$ cat src/rtl/rf_wb_arbiter.sv
// Register-file port controller: decodes read addresses, arbitrates the single write port
// between the M/W stage and multicycle units, and stalls F/D on hazards against in-flight results.
module rf_wb_arbiter #(
   parameter int NUM_MC = 2,
   parameter int DATA_W = 32,
   parameter int AW     = 5
) (
   input  logic                     clock,
   input  logic                     reset_n,
   input  logic [31:0]              fd_ir,
   input  logic [31:0]              dx_ir,
   input  logic [31:0]              mw_ir,
   input  logic [DATA_W-1:0]        mw_data,
   input  logic [NUM_MC-1:0]        mc_issue,
   input  logic [NUM_MC-1:0]        mc_valid,
   input  logic [NUM_MC*DATA_W-1:0] mc_result,
   output logic [NUM_MC-1:0]        mc_ack,
   output logic [AW-1:0]            read_a,
   output logic [AW-1:0]            read_b,
   output logic [16:0]              sx_in,
   output logic                     rf_we,
   output logic [AW-1:0]            rf_waddr,
   output logic [DATA_W-1:0]        rf_wdata,
   output logic                     stall_fd
);
   localparam int RW   = (NUM_MC > 1) ? $clog2(NUM_MC) : 1;
   localparam int NREG = 1 << AW;

   logic [NREG-1:0] busy;
   logic [NREG-1:0] busy_nxt;
   logic [NUM_MC-1:0] pending;
   logic [AW-1:0]   dest [NUM_MC];
   logic [RW-1:0]   rr;
   logic [RW-1:0]   grant_idx;
   logic            grant_found;
   logic            mc_grant;
   logic            mw_wr;
   logic            mw_take;
   logic [4:0]      fd_op, mw_op, mw_alu;
   logic [AW-1:0]   fd_rd, fd_rs, fd_rt, dx_rd, mw_rd;
   logic            use_b, fd_writes;
   logic            unused_bits;

   assign fd_op  = fd_ir[31:27];
   assign fd_rd  = AW'(fd_ir[26:22]);
   assign fd_rs  = AW'(fd_ir[21:17]);
   assign fd_rt  = AW'(fd_ir[16:12]);
   assign dx_rd  = AW'(dx_ir[26:22]);
   assign mw_op  = mw_ir[31:27];
   assign mw_rd  = AW'(mw_ir[26:22]);
   assign mw_alu = mw_ir[6:2];
   assign sx_in  = dx_ir[16:0];
   assign unused_bits = ^{fd_ir[11:0], dx_ir[31:27], dx_ir[21:17], mw_ir[21:7], mw_ir[1:0]};

   // Branches compare rd against rs; loads/stores put the base in rs and data in rd.
   always_comb begin
      read_a = fd_rs;
      read_b = fd_rt;
      if (fd_op == 5'd2 || fd_op == 5'd6) begin
         read_a = fd_rd;
         read_b = fd_rs;
      end else if (fd_op == 5'd7 || fd_op == 5'd8) begin
         read_a = fd_rs;
         read_b = fd_rd;
      end
   end

   assign use_b     = (fd_op == 5'd0) || (fd_op == 5'd2) || (fd_op == 5'd6) || (fd_op == 5'd7);
   assign fd_writes = (fd_op == 5'd0) || (fd_op == 5'd5) || (fd_op == 5'd8);

   assign stall_fd = ((read_a != '0) && busy[read_a])
                   || (use_b && (read_b != '0) && busy[read_b])
                   || (fd_writes && (fd_rd != '0) && busy[fd_rd]);

   // Mult/div ALU ops (aluop 6,7) retire through their unit, not through M/W.
   assign mw_wr   = ((mw_op == 5'd0) && (mw_alu != 5'd6) && (mw_alu != 5'd7))
                  || (mw_op == 5'd5) || (mw_op == 5'd8);
   assign mw_take = mw_wr && (mw_rd != '0);

   always_comb begin
      int idx;
      grant_found = 1'b0;
      grant_idx   = '0;
      idx         = 0;
      for (int k = 0; k < NUM_MC; k++) begin
         idx = int'(rr) + k;
         if (idx >= NUM_MC) idx = idx - NUM_MC;
         if (!grant_found && mc_valid[idx]) begin
            grant_found = 1'b1;
            grant_idx   = RW'(idx);
         end
      end
   end

   assign mc_grant = grant_found && !mw_take && reset_n;

   always_comb begin
      mc_ack   = '0;
      rf_we    = 1'b0;
      rf_waddr = mw_rd;
      rf_wdata = mw_data;
      if (mw_take) begin
         rf_we = reset_n;
      end else if (mc_grant) begin
         mc_ack[grant_idx] = 1'b1;
         rf_we    = (dest[grant_idx] != '0);
         rf_waddr = dest[grant_idx];
         rf_wdata = mc_result[grant_idx*DATA_W +: DATA_W];
      end
   end

   // Clear before set so an issue to the same register in the same cycle keeps it busy.
   always_comb begin
      busy_nxt = busy;
      if (mc_grant) busy_nxt[dest[grant_idx]] = 1'b0;
      if ((|mc_issue) && (dx_rd != '0)) busy_nxt[dx_rd] = 1'b1;
   end

   always_ff @(posedge clock or negedge reset_n) begin
      if (!reset_n) begin
         busy    <= '0;
         pending <= '0;
         rr      <= '0;
         for (int i = 0; i < NUM_MC; i++) dest[i] <= '0;
      end else begin
         busy <= busy_nxt;
         if (mc_grant) begin
            pending[grant_idx] <= 1'b0;
            rr <= (int'(grant_idx) == NUM_MC - 1) ? '0 : grant_idx + 1'b1;
         end
         for (int i = 0; i < NUM_MC; i++) begin
            if (mc_issue[i] && !pending[i]) begin
               dest[i]    <= dx_rd;
               pending[i] <= 1'b1;
            end
         end
      end
   end
endmodule
$ cat config.mk
export PLATFORM = sky130hd
export DESIGN_NAME = rf_wb_arbiter
export DESIGN_NICKNAME = d
export VERILOG_FILES = /design/src/rtl/rf_wb_arbiter.sv
export SDC_FILE = /design/constraint.sdc
export NUM_CORES = 1
export LEC_CHECK = 0
export CORE_MARGIN = 8
export CORE_UTILIZATION = 25
export DETAILED_ROUTE_END_ITERATION = 16
export SETUP_SLACK_MARGIN = 0.2
export SLEW_MARGIN = 20
export SYNTH_ARGS = -nofsm -noshare
export SYNTH_HDL_FRONTEND = slang
export SYNTH_SLANG_ARGS = --single-unit
export TNS_END_PERCENT = 10
$ cat constraint.sdc
create_clock -name clock -period 8.18 [get_ports clock]
set_clock_uncertainty 0.15 [all_clocks]
set_input_delay 1.636 -clock clock [delete_from_list [all_inputs] [get_ports clock]]
set_output_delay 1.636 -clock clock [all_outputs]
set_load 0.005 [all_outputs]
==> impl_metrics.py <==
metrics = {
    "worst_setup_path": {
        "r2r-end": "busy[7]",
        "r2r_slack_ns": 5.83,
        "slowest_stage": "or4b_4",
        "worstSetupPathType": "input port to output pin",
        "arrival_ns": 5.40,
        "path_cells": "clkdlybuf4s50_1 -> or4b_4 -> a21oi_2 -> a2bb2oi_4 -> mux2i_1 -> or4_1 -> a31oi_1 -> nor4_1 -> o311ai_1 -> clkdlybuf4s50_1",
        "start_kind": "input port",
        "critPathTopFamily": "compound AO/OA/AOI/OAI gates",
        "required_ns": 6.39,
        "cp_max_fo": 15,
        "cp_num_buf_inv": 2,
        "crit_top_cell": "clkdlybuf4s50_1",
        "timing.rr.start": "rr",
        "r2r_cells": 7,
        "critPathCaptureType": "output pin",
        "crit_path_max_incr_delay_ns": 0.61,
    },
    "clock_tree": {
        "clockBufferDepth": 2,
        "insertion_delay_ns": 0.28,
        "cts_sinks": 44,
        "post_cts_resize_count": 0,
        "cts_buffers": 5,
        "post-cts-setup-buffer-count": 0,
        "clk_transition_reported_paths_ns": 0.06,
        "cts_hold_buf": 0,
        "clockRootBuffer": "clkbuf_16",
        "cts_tree": "built",
        "cts-htree-levels": 2,
    },
    "die": {
        "die_h_um": 140,
        "ioPinCount": 266,
        "num_rows": 45,
        "die_area_sq_um": 19500,
        "start_util_pct": 25.4,
        "fp.dieW_um": 140,
        "core_area_sq_um": 15100,
    },
    "status": {
        "status": "completed",
    },
    "routing": {
        "wl_per_cell_um": 21.5,
        "routed-via-count": 4108,
        "antenna_left": 0,
        "wirelength_mm": 16.6,
        "drc": 0,
        "viasPerCell": 5.33,
        "first_pass_iters": 8,
        "dr.first_iter.drc_count": 285,
    },
    "yosys": {
        "synth.cell_area_sq_um": 3830,
        "yosysWarnings": 0,
        "synth-seq-cells": 44,
        "synth_cell_types": 55,
        "synth-seq-area-share_pct": 28.8,
        "synth_edf_count": 0,
        "synth_cells": 418,
        "postSynthNetCount": 616,
        "synth_async_sr_flop_share_pct": 100,
        "synthFlopType": "dfrtp_1",
        "synth_area_per_cell_sq_um": 9.16,
    },
    "power": {
        "leakagePower_nw": 2.44,
        "powerDensity_nw_per_um2": 203,
        "ir_drop_uv": 87.5,
    },
    "layout": {
        "nets": 781,
        "fillers": 1500,
        "regArea_sq_um": 1100,
        "area_delta_synth_final_pct": 56.6,
        "mostFrequentLayoutCells": "clkdlybuf4s50_1 (190), o21ai_0 (67), dfrtp_1 (44)",
        "drive_gt1_share_pct": 11.5,
        "stdcell_area_sq_um": 5990,
        "final_common_cell": "clkdlybuf4s50_1",
        "final_util_pct": 39.7,
        "multi_input_area_sq_um": 2350,
        "diodes": 0,
        "instances_no_fill": 771,
    },
    "sta": {
        "finalCritPeriodShare_pct": 87.8,
        "tightest_slew_ns": 0.745,
        "final_hold_viol_count": 0,
        "max_freq_ghz": 0.139,
        "rsz0062_at_grt": "false",
        "setup_viol": 0,
        "slew_headroom_pct": 50.2,
        "drv_slew": 0,
        "fin_crit_ns": 7.18,
        "setup_tns_ns": 0,
    },
    "placed_design": {
        "place_area_sq_um": 5810,
        "gp_congestion": 0.872,
        "hpwl_mm": 13.9,
        "port_buffers": 191,
        "dp.cells": 764,
    },
    "grt": {
        "grt_pass1_vias": 4484,
        "grt_pass1_wl_mm": 25.7,
        "grt_max_degree": 50,
        "gr-total-overflow": 0,
        "antenna_found_initial": 0,
        "grt_usage_pct": 16.5,
    },
    "run": {
        "drv_cap": 0,
    },
    "min_path": {
        "hold_depth": 1,
        "hold_end": "rr",
        "hp-class": "flop to flop",
        "holdCritStartpoint": "rr",
    },
}
## synth_stat cells (all sizes together) (2+ instances only)
| master | number | share of area, % |
|---|---|---|
| nand3b | 2 | 0.39 |
| nand3 | 12 | 1.6 |
| a21oi | 9 | 1.3 |
| dfrtp | 44 | 29 |
| or4 | 4 | 0.78 |
| buf | 24 | 4.5 |
| o21ai | 69 | 9.1 |
| mux2 | 20 | 5.9 |
| nor2 | 12 | 1.2 |
| nand2 | 19 | 1.9 |
| nand2b | 5 | 0.82 |
| a211oi | 3 | 0.59 |
| a21o | 2 | 0.39 |
| clkbuf | 18 | 1.8 |
| nor4b | 2 | 0.46 |
| nand4 | 2 | 0.33 |
| o211a | 2 | 0.52 |
| mux4 | 13 | 7.6 |
| o311ai | 2 | 0.46 |
| a222oi | 32 | 8.4 |
| o31ai | 2 | 0.39 |
| inv | 40 | 3.9 |
| nor2b | 4 | 0.65 |
| or3 | 5 | 0.82 |
| o211ai | 4 | 0.78 |
| a31oi | 2 | 0.33 |
| mux2i | 41 | 11 |
| or2 | 7 | 1.1 |
## worst max path at each step
stage | from | endpoint | slack (ns) | cells past startpoint
2_1_floorplan | fd_ir[31] | stall_fd | 2.28 | 10
6_report | fd_ir[28] | stall_fd | 1.0 | 10
5_1_grt | fd_ir[30] | stall_fd | 0.79 | 10
3_3_place_gp | fd_ir[30] | stall_fd | 0.98 | 10
3_5_place_dp | fd_ir[30] | stall_fd | 0.94 | 10
4_1_cts | fd_ir[28] | stall_fd | 0.94 | 10
## stage by stage
step | hold slack (ns) | setup WS (ns) | power, mW
2_1_floorplan | 0.291 | 2.28 | 0.707
3_3_place_gp | 0.303 | 0.976 | 0.945
3_5_place_dp | 0.311 | 0.935 | 0.966
4_1_cts | 0.325 | 0.936 | 1.22
5_1_grt | 0.354 | 0.787 | 1.30
6_report | 0.321 | 0.997 | 1.22
## per-layer routing
layer | wire (um) | share of wire (%) | up-vias | GRT usage (%)
li1 | - | - | 1931 | -
met1 | 6300 | 38 | 1950 | 17.5
met2 | 8120 | 49 | 199 | 29.1
met3 | 1630 | 9.8 | 28 | 6.63
met4 | 549 | 3.3 | 0 | 5.94
met5 | 0 | 0 | - | 0
## worst reg2reg max path: cells and delay by family (launching register included)
kind,cells,cell delay (ns)
mux,1,0.52
buf+inv,1,0.23
compound gates,3,0.45
flops,1,0.37
simple gates,2,0.50
## report_power, final
part / internal, mW / total (mW) / switching [mW] / leakage (nW)
Sequential: 0.316 / 0.420 / 0.104 / 0.506
Clock: 0.173 / 0.254 / 0.0808 / 0.0899
Combinational: 0.304 / 0.543 / 0.239 / 1.84
Total: 0.793 / 1.22 / 0.423 / 2.44
## cell families (layout without fill, tap and decap cells)
family,Yosys count,in the layout,synth area share [%]
AND/OR/NAND/NOR,83,83,12.1
multiplexers,74,74,24.4
buffers and inverters,82,247,10.2
AO/OA/AOI/OAI,135,135,24.6
flip-flops,44,44,28.8
## registers in the layout, summed over array words and instances, names as in the netlist
| register | count |
|---|---|
| pending | 2 |
| dest | 10 |
| busy | 31 |
| rr | 1 |
## cell type report
cell class              count  share of cell area [%]
multi-input cells         292                    39.2
well taps                 188                    3.92
flip-flops and latches     44                    18.4
inverters                  40                    2.51
repair buffers            200                    32.9
clock buffers               5                    2.09
clock inverters             2                    1.00
No activity file was read; power rests on OpenSTA's default activity.
